File: config.mk
export PLATFORM = sky130hd
export DESIGN_NAME = branch_predict_unit
export DESIGN_NICKNAME = d
export VERILOG_FILES = /design/src/rtl/branch_predict_unit.sv
export SDC_FILE = /design/constraint.sdc
export NUM_CORES = 1
export LEC_CHECK = 0
export ABC_CLOCK_PERIOD_IN_PS = 5800
export CAP_MARGIN = 20
export CORE_UTILIZATION = 43
export CTS_CLUSTER_DIAMETER = 100
export DETAILED_ROUTE_END_ITERATION = 8
export PLACE_DENSITY = 0.91
export SYNTH_ARGS = -nofsm -noshare
export SYNTH_HDL_FRONTEND = slang
export SYNTH_SLANG_ARGS = --single-unit
File: constraint.sdc
create_clock -name clk -period 5.8 [get_ports clk]
set_clock_uncertainty 0.2 [all_clocks]
set_input_delay 0.58 -clock clk [delete_from_list [all_inputs] [get_ports clk]]
set_output_delay 0.58 -clock clk [all_outputs]
set_load 0.05 [all_outputs]
File: src/rtl/branch_predict_unit.sv
// ---------------------------------------------------------------------------
// branch_predict_unit
//
// Dynamic branch/jump prediction and resolution for the 5-stage pipeline.
// At IF a direct-mapped BTB with saturating direction counters predicts the
// next fetch PC. At EX the prediction carried with the instruction is
// resolved against the real outcome. On a mispredict a redirect is issued,
// which also flushes IF/ID and ID/EX. The table is trained on every valid
// EX instruction.
//
// Build option:
//   BPU_DYNAMIC_EN  defined   -> BTB plus direction counters.
//                   undefined -> no table. The unit always predicts PC+4.
//                                Resolution and statistics still work.
//
// Parameters:
//   ENTRIES  BTB entries (power of two, >= 2)
//   CNT_W    direction counter width (>= 1)
//   STAT_W   statistics counter width
//
// Ports:
//   clk             pipeline clock, rising edge
//   rstn            asynchronous active-low reset
//   if_pc           PC being fetched
//   pred_taken      IF prediction: taken
//   pred_target     IF predicted next PC (if_pc+4 when not taken)
//   ex_valid        EX instruction is valid
//   ex_npc_type     00 PC+4, 01 conditional branch, 10 jump, 11 as 00
//   ex_taken        actual branch outcome (conditional branches only)
//   ex_pc           PC of the EX instruction
//   ex_target       computed branch/jump target
//   ex_pred_taken   pred_taken piped down to EX
//   ex_pred_target  pred_target piped down to EX
//   next_type       00 keep, 01 redirect to ex_pc+4, 10 redirect to ex_target
//   redirect        next_type != 00
//   redirect_pc     redirect address, 0 when no redirect
//   stat_branches   saturating count of resolved branches and jumps
//   stat_mispred    saturating count of redirects
// ---------------------------------------------------------------------------
module branch_predict_unit #(
    parameter int ENTRIES = 16,
    parameter int CNT_W   = 2,
    parameter int STAT_W  = 32
) (
    input  logic              clk,
    input  logic              rstn,
    input  logic [31:0]       if_pc,
    output logic              pred_taken,
    output logic [31:0]       pred_target,
    input  logic              ex_valid,
    input  logic [1:0]        ex_npc_type,
    input  logic              ex_taken,
    input  logic [31:0]       ex_pc,
    input  logic [31:0]       ex_target,
    input  logic              ex_pred_taken,
    input  logic [31:0]       ex_pred_target,
    output logic [1:0]        next_type,
    output logic              redirect,
    output logic [31:0]       redirect_pc,
    output logic [STAT_W-1:0] stat_branches,
    output logic [STAT_W-1:0] stat_mispred
);

    localparam logic [1:0] NPC_SEQ    = 2'b00;
    localparam logic [1:0] NPC_BRANCH = 2'b01;
    localparam logic [1:0] NPC_JUMP   = 2'b10;

    localparam logic [1:0] NT_KEEP     = 2'b00;
    localparam logic [1:0] NT_FALLTHRU = 2'b01;
    localparam logic [1:0] NT_TARGET   = 2'b10;

    // A correct taken prediction needs both the direction and the target.
    logic target_ok;
    assign target_ok = ex_pred_taken && (ex_pred_target == ex_target);

    // Resolution. A bubble never redirects. Type 11 falls into the default
    // arm together with plain PC+4 instructions.
    always_comb begin
        next_type = NT_KEEP;
        if (ex_valid) begin
            case (ex_npc_type)
                NPC_BRANCH: begin
                    if (ex_taken) begin
                        if (!target_ok) next_type = NT_TARGET;
                    end else if (ex_pred_taken) begin
                        next_type = NT_FALLTHRU;
                    end
                end
                NPC_JUMP: begin
                    if (!target_ok) next_type = NT_TARGET;
                end
                default: begin
                    // A non-branch that was predicted taken hit an aliased entry.
                    if (ex_pred_taken) next_type = NT_FALLTHRU;
                end
            endcase
        end
    end

    assign redirect = (next_type != NT_KEEP);

    always_comb begin
        redirect_pc = 32'h0;
        if (next_type == NT_TARGET)        redirect_pc = ex_target;
        else if (next_type == NT_FALLTHRU) redirect_pc = ex_pc + 32'd4;
    end

    logic is_cf;
    assign is_cf = ex_valid && (ex_npc_type == NPC_BRANCH || ex_npc_type == NPC_JUMP);

    // Statistics counters stick at all-ones instead of wrapping.
    always_ff @(posedge clk or negedge rstn) begin
        if (!rstn) begin
            stat_branches <= '0;
            stat_mispred  <= '0;
        end else begin
            if (is_cf && (stat_branches != '1)) stat_branches <= stat_branches + 1'b1;
            if (redirect && (stat_mispred != '1)) stat_mispred <= stat_mispred + 1'b1;
        end
    end

`ifdef BPU_DYNAMIC_EN
    localparam int IDX_W = $clog2(ENTRIES);
    localparam int TAG_W = 32 - IDX_W - 2;

    // Reset value is weakly not-taken. A new entry starts at weakly taken.
    localparam logic [CNT_W-1:0] CNT_INIT  = CNT_W'((1 << (CNT_W - 1)) - 1);
    localparam logic [CNT_W-1:0] CNT_ALLOC = CNT_W'(1 << (CNT_W - 1));
    localparam logic [CNT_W-1:0] CNT_MAX   = '1;

    logic             valid_q  [ENTRIES];
    logic [TAG_W-1:0] tag_q    [ENTRIES];
    logic [31:0]      target_q [ENTRIES];
    logic [CNT_W-1:0] cnt_q    [ENTRIES];

    logic [IDX_W-1:0] if_idx;
    logic [TAG_W-1:0] if_tag;
    logic             if_hit;

    assign if_idx = if_pc[IDX_W+1:2];
    assign if_tag = if_pc[31:IDX_W+2];
    assign if_hit = valid_q[if_idx] && (tag_q[if_idx] == if_tag);

    // The lookup reads registered state only. A same-cycle update to the
    // same index is therefore not seen until the following cycle.
    assign pred_taken  = if_hit && cnt_q[if_idx][CNT_W-1];
    assign pred_target = pred_taken ? target_q[if_idx] : (if_pc + 32'd4);

    logic [IDX_W-1:0] ex_idx;
    logic [TAG_W-1:0] ex_tag;
    logic             ex_hit;
    logic             do_alloc;
    logic             do_dec;
    logic             do_inval;

    assign ex_idx = ex_pc[IDX_W+1:2];
    assign ex_tag = ex_pc[31:IDX_W+2];
    assign ex_hit = valid_q[ex_idx] && (tag_q[ex_idx] == ex_tag);

    assign do_alloc = (ex_npc_type == NPC_JUMP) || ((ex_npc_type == NPC_BRANCH) && ex_taken);
    assign do_dec   = (ex_npc_type == NPC_BRANCH) && !ex_taken && ex_hit;
    assign do_inval = ((ex_npc_type == NPC_SEQ) || (ex_npc_type == 2'b11)) && ex_hit;

    // Training. A hit keeps counting up. A miss replaces whatever occupied
    // the slot and restarts the counter at weakly taken.
    always_ff @(posedge clk or negedge rstn) begin
        if (!rstn) begin
            for (int i = 0; i < ENTRIES; i++) begin
                valid_q[i]  <= 1'b0;
                tag_q[i]    <= '0;
                target_q[i] <= '0;
                cnt_q[i]    <= CNT_INIT;
            end
        end else if (ex_valid) begin
            if (do_alloc) begin
                valid_q[ex_idx]  <= 1'b1;
                tag_q[ex_idx]    <= ex_tag;
                target_q[ex_idx] <= ex_target;
                if (!ex_hit)                      cnt_q[ex_idx] <= CNT_ALLOC;
                else if (cnt_q[ex_idx] != CNT_MAX) cnt_q[ex_idx] <= cnt_q[ex_idx] + 1'b1;
            end else if (do_dec) begin
                if (cnt_q[ex_idx] != '0) cnt_q[ex_idx] <= cnt_q[ex_idx] - 1'b1;
            end else if (do_inval) begin
                valid_q[ex_idx] <= 1'b0;
            end
        end
    end
`else
    // Static fallback: predict sequential flow on every fetch.
    assign pred_taken  = 1'b0;
    assign pred_target = if_pc + 32'd4;

    logic unused_cfg;
    assign unused_cfg = ^{ENTRIES[0], CNT_W[0]};
`endif

endmodule

* Word-level counts from Yosys, hierarchy flattened
Cells that the tools add are included.
** Storage, ports and cells
- Bits in registers :: 64
- Output and inout port bits :: 132
- Word-level logic and storage cells :: 26
** Operators by class
- Add/sub/neg operators :: 4
- Equal/unequal tests :: 7
- Multiplexer cells :: 7
- Reduce and logical (&&, ||, !) cells :: 6
** Operator list (count)
- adder 32 x 1 -> 32 bit, second input constant :: 2
- adder 32 x 3 -> 32 bit, second input constant :: 2
- 2-to-1 mux 32 bit :: 2
- != test 32 bit, second input constant :: 2
- == test 32 bit :: 1
- 2-to-1 mux 2 bit :: 3
- == test 2 x 1 -> 1 bit, second input constant :: 2
- == test 2 bit, second input constant :: 2
- logical AND 1 bit :: 4
- one-hot mux 2 bit (2 select lines) :: 1
- nonzero test 2 bit :: 1
- logical OR 1 bit :: 1
- 2-to-1 mux 1 bit :: 1

* Longest topological paths before layout
- Word-level depth :: 9
- Gate-level depth with buffers :: 9
- Gate-level depth less buffers :: 8

* Least setup slack after synthesis
OpenSTA, ideal clock, no wires.
- Path type :: input-to-output
- Start :: input port ex_npc_type[0]
- End :: output port redirect_pc[10]
- Arrival :: 2.954 ns
- Path slack :: 2.066 ns
- Stages on the path :: 7
- Cell sequence :: inv_1 -> ha_1 -> a21oi_1 -> nor2_1 -> nand2_2 -> buf_6 -> o2bb2ai_1
** On the way
- Word-level cells in the longest chain between the ends :: 6
- Elaborated cells on any way between the ends :: 8
** Ends and longest elaborated chain
- start: declaration :: RTL line 51 : input logic [1:0] ex_npc_type,
- == test 2 bit / == test 2 x 1 -> 1 bit (equally long branches) :: RTL line 81 : case (ex_npc_type)
- one-hot mux 2 bit (2 select lines) * :: RTL line 81
- 2-to-1 mux 2 bit * :: RTL line 80 : if (ex_valid) begin
- net next_type[0] :: RTL line 57 : output logic [1:0] next_type,
- == test 2 x 1 -> 1 bit :: RTL line 105 : else if (next_type == NT_FALLTHRU) redirect_pc = ex_pc + 32'd4;
- 2-to-1 mux 32 bit :: RTL line 105
- 2-to-1 mux 32 bit * :: RTL line 104 : if (next_type == NT_TARGET) redirect_pc = ex_target;
- end: declaration :: RTL line 59 : output logic [31:0] redirect_pc,
The timed path passes the listed nets; every way through them passes the cells marked *.

* Worst setup path in the final report
- Start :: input port ex_pred_target[30]
- End :: output port redirect_pc[6]
** On the way
- Word-level cells in the longest chain between the ends :: 9
- Elaborated cells on any way between the ends :: 10
** Ends and longest elaborated chain
- start: declaration :: RTL line 56 : input logic [31:0] ex_pred_target,
- == test 32 bit * :: RTL line 74 : assign target_ok = ex_pred_taken && (ex_pred_target == ex_target);
- logical AND 1 bit * :: RTL line 74
- 2-to-1 mux 2 bit * :: RTL line 84, 90
- 2-to-1 mux 2 bit :: RTL line 83 : if (ex_taken) begin
- one-hot mux 2 bit (2 select lines) * :: RTL line 81
- 2-to-1 mux 2 bit * :: RTL line 80
- == test 2 x 1 -> 1 bit :: RTL line 105
- 2-to-1 mux 32 bit :: RTL line 105
- 2-to-1 mux 32 bit * :: RTL line 104
Every way passes the cells marked *; elsewhere a longest branch is shown, timed or not.

==> flow_summary.ini <==
[logic_synthesis]
ys_ff_latch = 64
netlist_instances = 531
synth_mux_area_share_pct = 0.536
synth_adder_area_share_pct = 1.53
synth-edff-count = 0
synth_nets = 672
synth_common_cells = xnor2_1, xor2_1, dfrtp_1, nand3_1, nand2_1
yosys.area_share.simple_pct = 27.8
avgSynthCellArea_um2 = 9.23
synth_compound_area_share_pct = 6.44
synth_cell_types = 40
syn-cell-area_um2 = 4900
synth_top_family_by_area = simple AND/OR/NAND/NOR gates
synth_most_common_cell = xnor2_1
synth.area.top_cells = dfrtp_1, xnor2_1, xor2_1, o2bb2ai_1, nand3_1
yosys.area.top_type_share_pct = 32.7
yosysSeqAreaShare_pct = 32.7
async_flop_share_pct = 100
ys_warn_count = 0
synth_ff_type = dfrtp_1
synth_top_area_cell = dfrtp_1
synth-xor-area-share_pct = 26.8

[clock_tree]
clk_path_buf_depth = 2
root_buffer = clkbuf_16
clkLatencyLatePin_ps = 330
ctsResizeCount = 0
cts-buffers-inserted = 9
clkSinkCount = 64
htreeDepth = 3
cts_setup_buffers = 0
cts_tree = built
postCtsHoldBufs = 0
clk_pin_slew_ps = 60

[sta]
fin_crit_ps = 4660
fin_crit_sh_pct = 80.4
hold_viol = 0
max_slew.worst_pin.slew_ps = 1040
rsz0062_at_grt = no
setup_viol = 0
slew_viol_final = 0
relSlewSlack_pct = 30.4
timing.hold.ws_ps = 240
clock.fmax_mhz = 214
setup_tns_ps = 0

[pwr]
p_int_mw = 1.17
p_clk_share_pct = 34.9
power.leakage_nw = 3.11
comb_power_share_pct = 35.6
power.share.switching_pct = 35.9
vdd_drop_max_mv = 0.271
switching_power_uw = 656
power_frac_seq_pct = 29.5
power_density_nw_per_um2 = 231

[cells_and_area]
area.growth.synth_to_final_pct = 61.4
diodes = 0
multi_input_area_um2 = 3100
nets = 931
num-fill-cells = 796
regArea_um2 = 1600
drive_gt1_share_pct = 5.28

[setup_path]
r2r_slack_ps = 3090
setup.worst_path.start = ex_pred_target[30]
critical_path.max_fanout = 32
r2r-start = stat_mispred[0]
critPathCaptureType = primary output
crit_path_top_delay_cell = clkdlybuf4s50_1
reg2regPathDepth = 7
startpoint_type = primary input
crit_required_ps = 5020
crit_end = redirect_pc[6]
cp_top_family = simple AND/OR/NAND/NOR gates
path_class = in -> out
cp_num_cells = 9
path_cells = clkdlybuf4s50_1 -> xor2_1 -> nor4_1 -> nand4_1 -> or3_1 -> nand2_2 -> nand2_2 -> o2bb2ai_1 -> clkdlybuf4s50_1
path_buf_inv = 2
critPathArrivalTime_ps = 3880
r2r-end = stat_mispred[7]
critPathMaxStageDelay_ps = 840

[route]
ant_nets = 0
via_per_inst = 5.53
vias = 5173
firstDrtPassIters = 7
routedWlPerCell_um = 18.5
drt-total-wl_mm = 17.3
drt_iter0_markers = 312
drcViolationCount = 0

[grt]
grt_pass1_wl_mm = 26.4
grt_usage_pct = 29.3
overflow = 0
grt_max_degree = 65
grt_pass1_vias = 5310
antenna_found_initial = 0

[hold_path]
min_path_type = in -> async

[flow_run]
maxCapViolCount = 0

[floorplanning]
die_h_um = 109
initial_core_util_pct = 44.6
design.core.area_um2 = 11000
die_w_um = 109
die_area_um2 = 11800
rows = 38
io-pin-count = 267

[place]
gp_congestion = 0.917
place_hpwl_mm = 14.0
portBuffers = 261

[status]
status = completed
state kept, by name, indices dropped and copies added (netlist names):
name           cells
stat_branches     32
stat_mispred      32
logic make-up (layout without fill, tap and decap cells):
logic type | after synthesis | in the layout
XOR/XNOR | 150 | 150
other | 1 | 1
adder cells (fa/ha/maj) | 6 | 6
flip-flops | 64 | 64
AO/OA/AOI/OAI | 36 | 36
multiplexers | 2 | 2
AND/OR/NAND/NOR | 241 | 241
buffers and inverters | 31 | 295
worst min-delay path by stage:
stage / cells past startpoint / from / end
final: 2 / rstn / stat_mispred[17]
after global routing: 2 / rstn / stat_mispred[17]
after CTS: 2 / rstn / stat_mispred[17]
after detailed placement: 1 / stat_mispred[11] / stat_mispred[11]
after global placement: 1 / stat_branches[16] / stat_branches[16]
after floorplan: 0 / rstn / stat_branches[0]
metrics by stage:
stage / cell area [um2] / setup slack [ps] / util [%] / power, mW / std cells
5_1_grt: 7910 / 988 / 72.0 / 1.89 / 935
2_1_floorplan: 4900 / 2070 / - / 0.909 / 531
3_5_place_dp: 7560 / 1160 / 68.8 / 1.20 / 919
6_report: 7910 / 1140 / 72.0 / 1.83 / 935
4_1_cts: 7910 / 1160 / 72.0 / 1.84 / 935
3_3_place_gp: 7560 / 1230 / 68.8 / 1.18 / 919
layer usage:
metal  global-route usage [%]  wire length, um  vias up
li1                         -                -     2397
met1                     31.9             6480     2471
met2                     53.0             9130      239
met3                     6.04              840       66
met4                     16.1              880        0
met5                        0                0        -
placed cells by master (no fill, tap or decap), types with 3 or more instances in the layout:
master,count
o2bb2ai_1,32
xnor2_1,84
bufinv_16,3
nand3_1,49
and2_1,4
clkdlybuf4s50_1,260
clkbuf_16,9
xor2_1,66
and4_1,10
nor2_1,30
inv_6,3
dfrtp_1,64
and3_1,28
ha_1,6
nand2b_1,3
nand2_1,42
inv_1,16
nor2_2,3
nor3_2,4
nand4_1,35
nor3_1,7
nor4_1,8
worst register-to-register path, stage by stage, from the launching register on:
cell	delay (ps)
dfrtp_1	410
ha_1	250
nand4_1	190
nor4_1	100
and3_1	180
nor3_4	790
nand4_1	270
xnor2_1	200
cell type report:
cell class              count  area share (%)
clock buffers               9            2.85
clock inverters             7            1.58
inverters                  16           0.759
multi-input cells         436            39.2
flip-flops and latches     64            20.2
well taps                 140            2.21
repair buffers            263            33.2
power groups by stage:
stage	logic, mW	clock network (mW)	registers, mW
6_report	0.650	0.638	0.540
5_1_grt	0.684	0.664	0.546
4_1_cts	0.652	0.645	0.539
3_5_place_dp	0.649	0	0.547
3_3_place_gp	0.637	0	0.544
2_1_floorplan	0.240	0	0.669
(Power assumes the default switching activity.)
